File: config.mk
export PLATFORM = sky130hd
export DESIGN_NAME = param_cascade_timer
export DESIGN_NICKNAME = d
export VERILOG_FILES = /design/src/rtl/param_cascade_timer.sv
export SDC_FILE = /design/constraint.sdc
export NUM_CORES = 1
export LEC_CHECK = 0
export BUFFER_PORTS_ARGS = -buffer_cell sky130_fd_sc_hd__buf_2
export CORE_MARGIN = 2
export CORE_UTILIZATION = 40
export DETAILED_ROUTE_END_ITERATION = 10
export PLACE_DENSITY = 0.66
export SLEW_MARGIN = 20
export SYNTH_ARGS = -nofsm -noshare
export SYNTH_HDL_FRONTEND = slang
export SYNTH_SLANG_ARGS = --single-unit
File: constraint.sdc
create_clock -name clk_i -period 1.75 [get_ports clk_i]
set_clock_uncertainty 0.2 [all_clocks]
set_input_delay 0.175 -clock clk_i [delete_from_list [all_inputs] [get_ports clk_i]]
set_output_delay 0.175 -clock clk_i [all_outputs]
set_load 0.1 [all_outputs]
File: src/rtl/param_cascade_timer.sv
// ============================================================================
// Module   : param_cascade_timer
// Purpose  : Two-stage cascaded timer; a fast prescale stage wraps at TIMER_MAX
//            and advances a slow event counter that wraps or stops at COUNT_MAX.
// Revision : 1.0  initial release
// ============================================================================
`default_nettype none

module param_cascade_timer #(
  parameter int TIMER_W   = 4,
  parameter int TIMER_MAX = 9,
  parameter int COUNT_W   = 7,
  parameter int COUNT_MAX = 99
) (
  input  logic               clk_i,
  input  logic               reset_i,
  input  logic               en_i,
  input  logic               clear_i,
  input  logic               load_i,
  input  logic [COUNT_W-1:0] load_value_i,
  input  logic               mode_i,
  output logic [TIMER_W-1:0] timer_o,
  output logic [COUNT_W-1:0] control_counter_o,
  output logic               tick_o,
  output logic               wrap_o,
  output logic               done_o
);

  localparam logic [TIMER_W-1:0] C_TIMER_MAX = TIMER_W'(TIMER_MAX);
  localparam logic [COUNT_W-1:0] C_COUNT_MAX = COUNT_W'(COUNT_MAX);

  logic [TIMER_W-1:0] timer_q, timer_d;
  logic [COUNT_W-1:0] count_q, count_d;
  logic               tick_q, tick_d;
  logic               wrap_q, wrap_d;
  logic               done_q, done_d;

  always_comb begin
    timer_d = timer_q;
    count_d = count_q;
    done_d  = done_q;
    tick_d  = 1'b0;
    wrap_d  = 1'b0;
    if (clear_i) begin
      timer_d = '0;
      count_d = '0;
      done_d  = 1'b0;
    end else if (load_i) begin
      timer_d = '0;
      count_d = (load_value_i > C_COUNT_MAX) ? C_COUNT_MAX : load_value_i;
      done_d  = 1'b0;
    end else if (en_i && !done_q) begin
      if (timer_q != C_TIMER_MAX) begin
        timer_d = timer_q + TIMER_W'(1);
      end else if (count_q != C_COUNT_MAX) begin
        timer_d = '0;
        count_d = count_q + COUNT_W'(1);
        tick_d  = 1'b1;
      end else if (!mode_i) begin
        timer_d = '0;
        count_d = '0;
        tick_d  = 1'b1;
        wrap_d  = 1'b1;
      end else begin
        // One-shot terminal: both stages freeze at their maxima.
        done_d  = 1'b1;
      end
    end
  end

  always_ff @(posedge clk_i or posedge reset_i) begin
    if (reset_i) begin
      timer_q <= '0;
      count_q <= '0;
      tick_q  <= 1'b0;
      wrap_q  <= 1'b0;
      done_q  <= 1'b0;
    end else begin
      timer_q <= timer_d;
      count_q <= count_d;
      tick_q  <= tick_d;
      wrap_q  <= wrap_d;
      done_q  <= done_d;
    end
  end

  assign timer_o           = timer_q;
  assign control_counter_o = count_q;
  assign tick_o            = tick_q;
  assign wrap_o            = wrap_q;
  assign done_o            = done_q;

endmodule

`default_nettype wire

==> metrics.txt, run 1 <==
Util after Layout 0.672; fin crit share 1.06; GR Overflow Total 0; Post-Syn Nets 114; crit path from control_counter_o[0]$_DFFE_PP0P_; Synth Flop Type dfrtp_1; Async S/R FF share, synth 1.00; CP required 1.73 ns; die area 0.00270 mm^2; Hold Startpoint load_i; drt drc 0; Root Buffer clkbuf_4; vias around 1000; crit path time final 1.85 ns; Post-DRT Antenna Nets 0; clk_lat worst skew 0.28 ns; Sink Count 14; DRT iter0 DRCs 42; CP startpoint kind register; complex-gate fraction of the synthesized area 0.226; WL/cell 15.1 um; Clock Pin Slew Worst Setup and Hold Paths 0.08 ns; DR pass1 iterations 4; num rows 17; Synth Area in Simple Gates 0.256; Crit path largest cell delay roughly 0.50 ns; Yosys cell types 41; TritonCTS Buffers 3; CP arrival 1.84 ns; final slew viol count 0; I/O Buffers 26; largest family of logic cells by synthesized area simple AND/OR/NAND/NOR gates; drt total wl about 2800 um; pre-CTS setup slack -0.185 ns; vias in the first global route 967; relative slew slack 0.623; GRT Total Usage 0.229; ANT cells 0; Starting Density 0.419; Pwr Total roughly 0.00079 W; CTS tree built; layout cell share with drive strength beyond 1 0.529; xor/xnor share of the synthesized area 0.00954; Yosys Warn Count 0; area grow syn2layout 60.4%; HP Class input port to register; largest net degree at the start of global routing 15; RSZ-0062 raised after global routing true; PD cells approximately 540 mW/mm^2; Slew @ Worst Pin 0.565 ns; fmax 540 MHz; Hold WS 0.113 ns; Post-synth EDFFs 0; setup slack after layout -0.103 ns; Synth Area in Adders 0.0409; Mapped Cells 98; status finished with violations; Nets roughly 170; first-pass GRT wire length roughly 4500 um; Die H a little over 50 um; Fin. Hold Viols 0; IO Pins 27; post-synthesis mux area share 0.0272; reg2reg start control_counter_o[0]$_DFFE_PP0P_; # setup viols final 6; WS Path Type register to register; Longest Clk Path Bufs 2; Detail Placement HPWL about 2000 um; synthesis-stage register bit count 14; routability cong. between 0.9 and 1; Critical Path End Type register; via/cell ratio 5.63; floorplan core area 0.00219 mm^2; crit path cell chain ha_4, or2b_2, nor2_2, or4_1, a311oi_1; Peak VDD IR between 0.5 and 0.6 mV; Syn Area/Cell between 9 and 10 um^2; Seq/Total Area, Yosys 0.381; Post-Syn Area ~920 um^2; slowest CP cell dfrtp_4; critical-path maximum fanout 4; MaxCap Viol Count 0; die span in x just over 50 um; antenna violations before repair 0; leak pwr 0.681 nW; failing checks setup timing; H-Tree Depth 1
[flip-flops by register name, indices dropped and copies added (netlist names)]
register / count
timer_o: 4
control_counter_o: 7
done_o: 1
wrap_o: 1
tick_o: 1
[critical path: cells and delay by family, from the launching register on]
family	cells	cell delay, ns
flip-flops	1	0.50
adder cells (fa/ha/maj)	1	0.18
AND/OR/NAND/NOR	3	0.63
AO/OA/AOI/OAI	1	0.25
[final timing paths]
path | cells past startpoint | to | slack, ns
setup / recovery | 5 | control_counter_o[0]$_DFFE_PP0P_ | -0.10
max in group asynchronous | 3 | control_counter_o[0]$_DFFE_PP0P_ | 0.65
min in group asynchronous | 3 | timer_o[1]$_DFFE_PP0P_ | 0.28
hold / removal | 3 | control_counter_o[0]$_DFFE_PP0P_ | 0.11
setup reg to reg | 5 | control_counter_o[0]$_DFFE_PP0P_ | -0.10
hold reg to reg | 1 | done_o$_DFFE_PP0P_ | 0.35
[routing by layer]
metal | up-vias | routed length (um) | global-route usage
li1 | 496 | - | -
met1 | 511 | 1280 | 0.316
met2 | 30 | 1340 | 0.338
met3 | 4 | 140 | 0.0575
met4 | 0 | 31 | 0.0965
met5 | - | 0 | 0
[through the flow]
| stage | cell area (um^2) | setup TNS, ns | instances |
|---|---|---|---|
| after floorplan | 977 | -1.46 | 98 |
| after global routing | 1470 | -0.916 | 185 |
| after global placement | 1280 | -0.484 | 172 |
| after CTS | 1440 | -0.430 | 185 |
| after detailed placement | 1280 | -0.720 | 172 |
| final | 1470 | -0.279 | 185 |
[cells in the final DEF (no fill, tap or decap), types with 2 or more instances in the layout]
master,instances
o21ai_0,4
buf_2,26
o2111ai_1,2
and3_1,2
nor4_1,2
inv_1,4
nor2_1,7
dfrtp_2,6
buf_6,3
dfrtp_4,6
a21oi_1,4
a311oi_1,4
buf_4,22
dfrtp_1,2
nand3b_1,2
or3_1,3
ha_4,2
dlygate4sd3_1,8
nand4_1,3
clkbuf_4,3
nand2_1,8
[timing repair]
action,in CTS,in global routing
hold buffers,8,0
pin swaps,12,2
hold endpoints to repair,22,0
buffers inserted,1,0
gates resized for setup,7,9
setup endpoints to repair,10,11
cloned,0,0
[report_power, final]
part           total, W  internal [W]  switching [W]  leakage (nW)
logic          0.000248     0.0000833       0.000165         0.496
registers      0.000352      0.000340      0.0000117         0.170
clock network  0.000193     0.0000885       0.000104        0.0150
[cells in the mapped netlist, types with 2 or more instances]
master,number,area (um^2)
and3_1,2,12.5
o2111ai_1,2,17.5
nand4_1,3,18.8
ha_1,3,37.5
nor3_1,2,10.0
nand3b_1,2,15.0
a311oi_1,4,35.0
nor4_1,3,18.8
nand3_1,2,10.0
dfrtp_1,14,350
buf_6,2,22.5
o21ai_0,5,25.0
inv_1,5,18.8
nand2_1,8,30.0
and2_1,2,12.5
a21oi_1,5,25.0
or3_1,4,25.0
nor2_1,7,26.3
[area by class of cell]
| cell class | count | area (um^2) |
|---|---|---|
| fill | 167 | 718 |
| sequential | 14 | 380 |
| tap | 28 | 35.0 |
| inverter | 5 | 18.8 |
| timing repair buffer | 59 | 409 |
| clock buffer | 4 | 26.3 |
| multi-input combinational | 75 | 603 |
[cells by family (layout without fill, tap and decap cells)]
family                   Yosys count  in the layout
AO/OA/AOI/OAI                     27             27
AND/OR/NAND/NOR                   42             42
multiplexers                       2              2
XOR/XNOR                           1              1
adder cells (fa/ha/maj)            3              3
flip-flops                        14             14
buffers and inverters              9             68
Power figures use the tool's default switching activity.
==> run 2, diff against run 1 <==
Settings changed: BUFFER_PORTS_ARGS -buffer_cell sky130_fd_sc_hd__buf_2 to -buffer_cell sky130_fd_sc_hd__clkbuf_2, CORE_UTILIZATION 40 to 45, PLACE_DENSITY 0.66 to 0.73.
==> run 2 against run 1 <==
  * The flow still finishes with violations (setup timing)
  * Critical path depth unchanged
  * Die area is 10% lower
  * Maximum frequency fell by 3.9%
  * Combinational power rose by 2%
  * Non-clock buffer count is the same
  * Register-to-register slack got worse by 0.08 ns
  * Sequential power barely moved
  * Global-route usage rose by 2.0 points
==> metrics.txt, run 2 (synthesis results as in run 1) <==
H-Tree Depth 1; num rows 16; most frequent cells in the layout clkbuf_2 (26), buf_4 (23), nand2_1 (8), dlygate4sd3_1 (8), nor2_1 (7); floorplan core area approximately 0.002 mm^2; Buf/Inv on CP 1; DRT iter0 DRCs 24; layout cell share with drive strength beyond 1 0.510; MaxCap Viol Count 0; failing checks setup timing; WL/cell 15.1 um; Fin Setup TNS -0.623 ns; largest delay contributor family on the critical path flip-flops; Largest register FFs 7; hold path cells 3; status finished with violations; Reg area approximately 380 um^2; drt total wl roughly 2800 um; fmax slightly above 500 MHz; commonest non-fill, non-tap cell in the layout clkbuf_2; clk_lat worst skew a little under 0.3 ns; Nets about 170; Util after Layout 0.748; critical path depth in cells 5; Slew @ Worst Pin ~0.56 ns; DR pass1 iterations 4; area grow syn2layout 58.2%; largest net degree at the start of global routing 15; HP Class input port to register; routability cong. between 0.8 and 0.9; GR Overflow Total 0; Starting Density 0.473; Filler cells 161; critical-path maximum fanout 4; TritonCTS Buffers 3; antenna violations before repair 0; Peak VDD IR 0.559 mV; Post-DRT Antenna Nets 0; RSZ-0062 raised after global routing true; via/cell ratio ~5.7; relative slew slack 0.623; Die H roughly 50 um; die area between 0.002 and 0.0025 mm^2; PD cells around 560 mW/mm^2; fin crit share 1.10; ANT cells 0; CP startpoint kind register; FF-to-FF path depth 5; vias in the first global route roughly 1000; final instance area roughly 0.0015 mm^2; crit path cell chain ha_4, buf_4, and3_1, a311oi_1, nor4_4; CP required between 1.5 and 2 ns; Crit path largest cell delay slightly above 0.5 ns; IO Pins 27; final slew viol count 0; setup slack after layout -0.178 ns; crit path time final around 1.9 ns; leak pwr 0.647 nW; first-pass GRT wire length between 4000 and 5000 um; die span in x 49.2 um; WS Path Type register to register; GRT Total Usage 0.249; Multi-input gate area between 500 and 600 um^2; Sink Count 14; CP arrival between 1.5 and 2 ns; CTS tree built; I/O Buffers 26; Detail Placement HPWL between 1500 and 2000 um; Root Buffer clkbuf_4; slowest CP cell dfrtp_4; Longest Clk Path Bufs 2; # setup viols final 7; Clock Pin Slew Worst Setup and Hold Paths roughly 0.11 ns; Critical Path End Type register; placed cell area roughly 0.0013 mm^2; vias ~1100; drt drc 0; Fin. Hold Viols 0
run 2: cell types whose count changed in the layout (fill, tap and decap cells not counted), sizes merged:
cell | before | now
clkbuf | 4 | 30
buf | 51 | 25
run 2: stage by stage:
step                      setup slack [ns]  instances  power (W)  hold WS (ns)
after global routing                -0.198        184   0.000843        0.0854
after detailed placement            -0.271        171   0.000580        0.0458
after floorplan                     -0.354         98   0.000507        -0.136
final                               -0.178        184   0.000808        0.0675
after global placement              -0.244        171   0.000573        0.0224
after CTS                           -0.125        184   0.000803        0.0593
run 2: timing repair:
action / CTS / global route
setup buffers: 1 / 0
hold buffers: 8 / 0
endpoints found under the setup margin: 9 / 11
hold endpoints to repair: 22 / 0
pin swaps: 6 / 3
resized for setup: 7 / 3
run 2: routing by layer:
metal	GRT usage	share of wire	vias up
met4	0.0952	0.023	0
li1	-	-	492
met1	0.312	0.43	497
met2	0.417	0.48	59
met5	0	0	-
met3	0.0521	0.074	8
run 2: final timing paths:
| path | slack (ns) | start | endpoint |
|---|---|---|---|
| max in group asynchronous | 0.65 | reset_i | control_counter_o[3]$_DFFE_PP0P_ |
| worst max-delay path | -0.18 | control_counter_o[0]$_DFFE_PP0P_ | control_counter_o[4]$_DFFE_PP0P_ |
| worst max register to register | -0.18 | control_counter_o[0]$_DFFE_PP0P_ | control_counter_o[4]$_DFFE_PP0P_ |
| worst min-delay path | 0.07 | clear_i | control_counter_o[3]$_DFFE_PP0P_ |
| worst min register to register | 0.35 | done_o$_DFFE_PP0P_ | done_o$_DFFE_PP0P_ |
| min in group asynchronous | 0.26 | reset_i | control_counter_o[0]$_DFFE_PP0P_ |
run 2: where the power goes:
part / total [W] / switching (W) / internal, W
registers: 0.000351 / 0.0000105 / 0.000340
logic: 0.000252 / 0.000167 / 0.0000848
clock network: 0.000205 / 0.000117 / 0.0000883
total: 0.000808 / 0.000295 / 0.000513
run 2: worst register-to-register path, delay by kind of cell (launching register included):
family	cells	cell delay (ns)
adder cells (fa/ha/maj)	1	0.17
flip-flops	1	0.51
AND/OR/NAND/NOR	2	0.27
buffers and inverters	1	0.13
AO/OA/AOI/OAI	1	0.49
run 2: cell type report:
type | count | area share
multi-input combinational | 75 | 0.405
timing repair buffer | 59 | 0.279
sequential | 14 | 0.262
tap | 27 | 0.0233
clock buffer | 4 | 0.0181
inverter | 5 | 0.0129
==> run 3, diff against run 2 <==
Settings changed: PLACE_DENSITY 0.73 to 0.81, RECOVER_POWER from default to 50.
==> run 3 against run 2 <==
  * The flow still finishes with violations (setup timing)
  * Core utilization increased by 5.3 points
  * Die area unchanged
  * Critical path depth unchanged
  * Setup slack improved by 0.021 ns
  * Final cell count increased by 1.1%
  * Non-clock buffer count increased by 2
  * Register-to-register slack improved by 0.02 ns
  * Largest cell class unchanged
==> metrics.txt, run 3 (synthesis results as in run 1) <==
antenna violations before repair 0; Multi-input gate area 654 um^2; Slew @ Worst Pin slightly below 0.6 ns; routability cong. slightly above 0.9; DP Cell Count between 150 and 200; commonest non-fill, non-tap cell in the layout clkbuf_2; Nets ~180; WL/cell approximately 18 um; MaxCap Viol Count 0; Largest register FFs 7; slowest CP cell dfrtp_4; ANT cells 0; HP Class input port to register; reg2reg start control_counter_o[1]$_DFFE_PP0P_; Post-DRT Antenna Nets 0; largest net degree at the start of global routing 15; layout cell share with drive strength beyond 1 0.604; hold path cells 3; first-pass GRT wire length approximately 5000 um; drt drc 0; Longest Clk Path Bufs 2; Starting Density 0.473; non-filler cells, final about 190; fmax 524 MHz; largest delay contributor family on the critical path simple AND/OR/NAND/NOR gates; Filler cells approximately 130; Detail Placement HPWL 1950 um; placed cell area between 0.001 and 0.0015 mm^2; Buf/Inv on CP 0; floorplan core area 0.00194 mm^2; leak pwr a little under 0.7 nW; Reg-to-Reg End control_counter_o[0]$_DFFE_PP0P_; Hold Startpoint clear_i; Clock Pin Slew Worst Setup and Hold Paths about 0.090 ns; setup slack after layout -0.157 ns; crit path from control_counter_o[1]$_DFFE_PP0P_; Die H 49.2 um; RSZ-0062 raised after global routing true; PD cells approximately 560 mW/mm^2; CP arrival 1.91 ns; CP required between 1.5 and 2 ns; drt total wl approximately 3300 um; WS Path Type register to register; crit path time final 1.91 ns; crit path capture control_counter_o[0]$_DFFE_PP0P_; failing checks setup timing; die span in x a little under 50 um; final slew viol count 0; # setup viols final 9; crit path cell chain ha_4, or2b_2, nor2_2, or4_4, a311oi_2; die area about 0.0024 mm^2; H-Tree Depth 1; GR Overflow Total 0; Crit path largest cell delay 0.50 ns; vias roughly 1100; critical path depth in cells 5; num rows 16; final instance area 0.00156 mm^2; DRT iter0 DRCs 43; Reg area between 300 and 400 um^2; most frequent cells in the layout clkbuf_2 (26), buf_4 (22), dlygate4sd3_1 (8), nor2_1 (7); Fin. Hold Viols 0; Root Buffer clkbuf_4; Sink Count 14; fin crit share 1.09; CTS tree built; GRT Total Usage 0.261; IO Pins 27; TritonCTS Buffers 3; I/O Buffers 26; status finished with violations; clk_lat worst skew ~0.3 ns; FF-to-FF path depth 5; Peak VDD IR between 0.3 and 0.4 mV; Critical Path End Type register; CP startpoint kind register; relative slew slack 0.613; vias in the first global route 1121; critical-path maximum fanout 3; area grow syn2layout 69.3%; via/cell ratio between 5 and 6; R2R setup slack -0.16 ns; DR pass1 iterations 4
## run 3: worst min-delay path by stage
stage / endpoint / slack, ns
floorplan: tick_o$_DFF_PP0_ / -0.14
global placement: control_counter_o[3]$_DFFE_PP0P_ / 0.03
detailed placement: control_counter_o[4]$_DFFE_PP0P_ / 0.04
CTS: control_counter_o[3]$_DFFE_PP0P_ / 0.06
global route: control_counter_o[3]$_DFFE_PP0P_ / 0.13
finish: control_counter_o[3]$_DFFE_PP0P_ / 0.11
## run 3: metrics by stage
stage          power (W)  TNS (ns)  worst slack [ns]  utilization  hold slack (ns)
6_report        0.000871    -0.752            -0.157        0.801            0.109
2_1_floorplan   0.000507     -1.46            -0.354            -           -0.136
3_5_place_dp    0.000577    -0.748            -0.206        0.660           0.0369
5_1_grt         0.000891     -1.16            -0.217        0.801            0.130
4_1_cts         0.000843    -0.487            -0.144        0.756           0.0552
3_3_place_gp    0.000573    -0.560            -0.143        0.660           0.0261
## run 3: final cells by class
type	instances	area share
Tap cell	27	0.0217
Multi-Input combinational cell	75	0.421
Sequential cell	14	0.245
Timing Repair Buffer	61	0.278
Inverter	5	0.0121
Clock buffer	4	0.0233
## run 3: timing repair
item,CTS,global route
endpoints found under the hold margin,22,0
gates resized for setup,9,20
pin swaps,7,5
setup buffers,2,2
hold buffers,8,0
cloned,0,0
setup endpoints to repair,9,11
## run 3: worst reg2reg max path: cells and delay by family, from the launching register on
| family | cells | cell delay (ns) |
|---|---|---|
| simple gates | 3 | 0.68 |
| flops | 1 | 0.50 |
| compound gates | 1 | 0.26 |
| fa+ha+maj | 1 | 0.17 |
## run 3: report_power, final
group	switching [W]	internal (W)
sequential	0.0000111	0.000340
combinational	0.000180	0.0000893
clock	0.000124	0.000127
## run 3: routing by layer
layer,GRT usage,vias up,part of all wire
li1,-,495,-
met1,0.318,528,0.40
met2,0.455,58,0.52
met3,0.0429,5,0.071
met4,0.105,0,0.010
met5,0,-,0
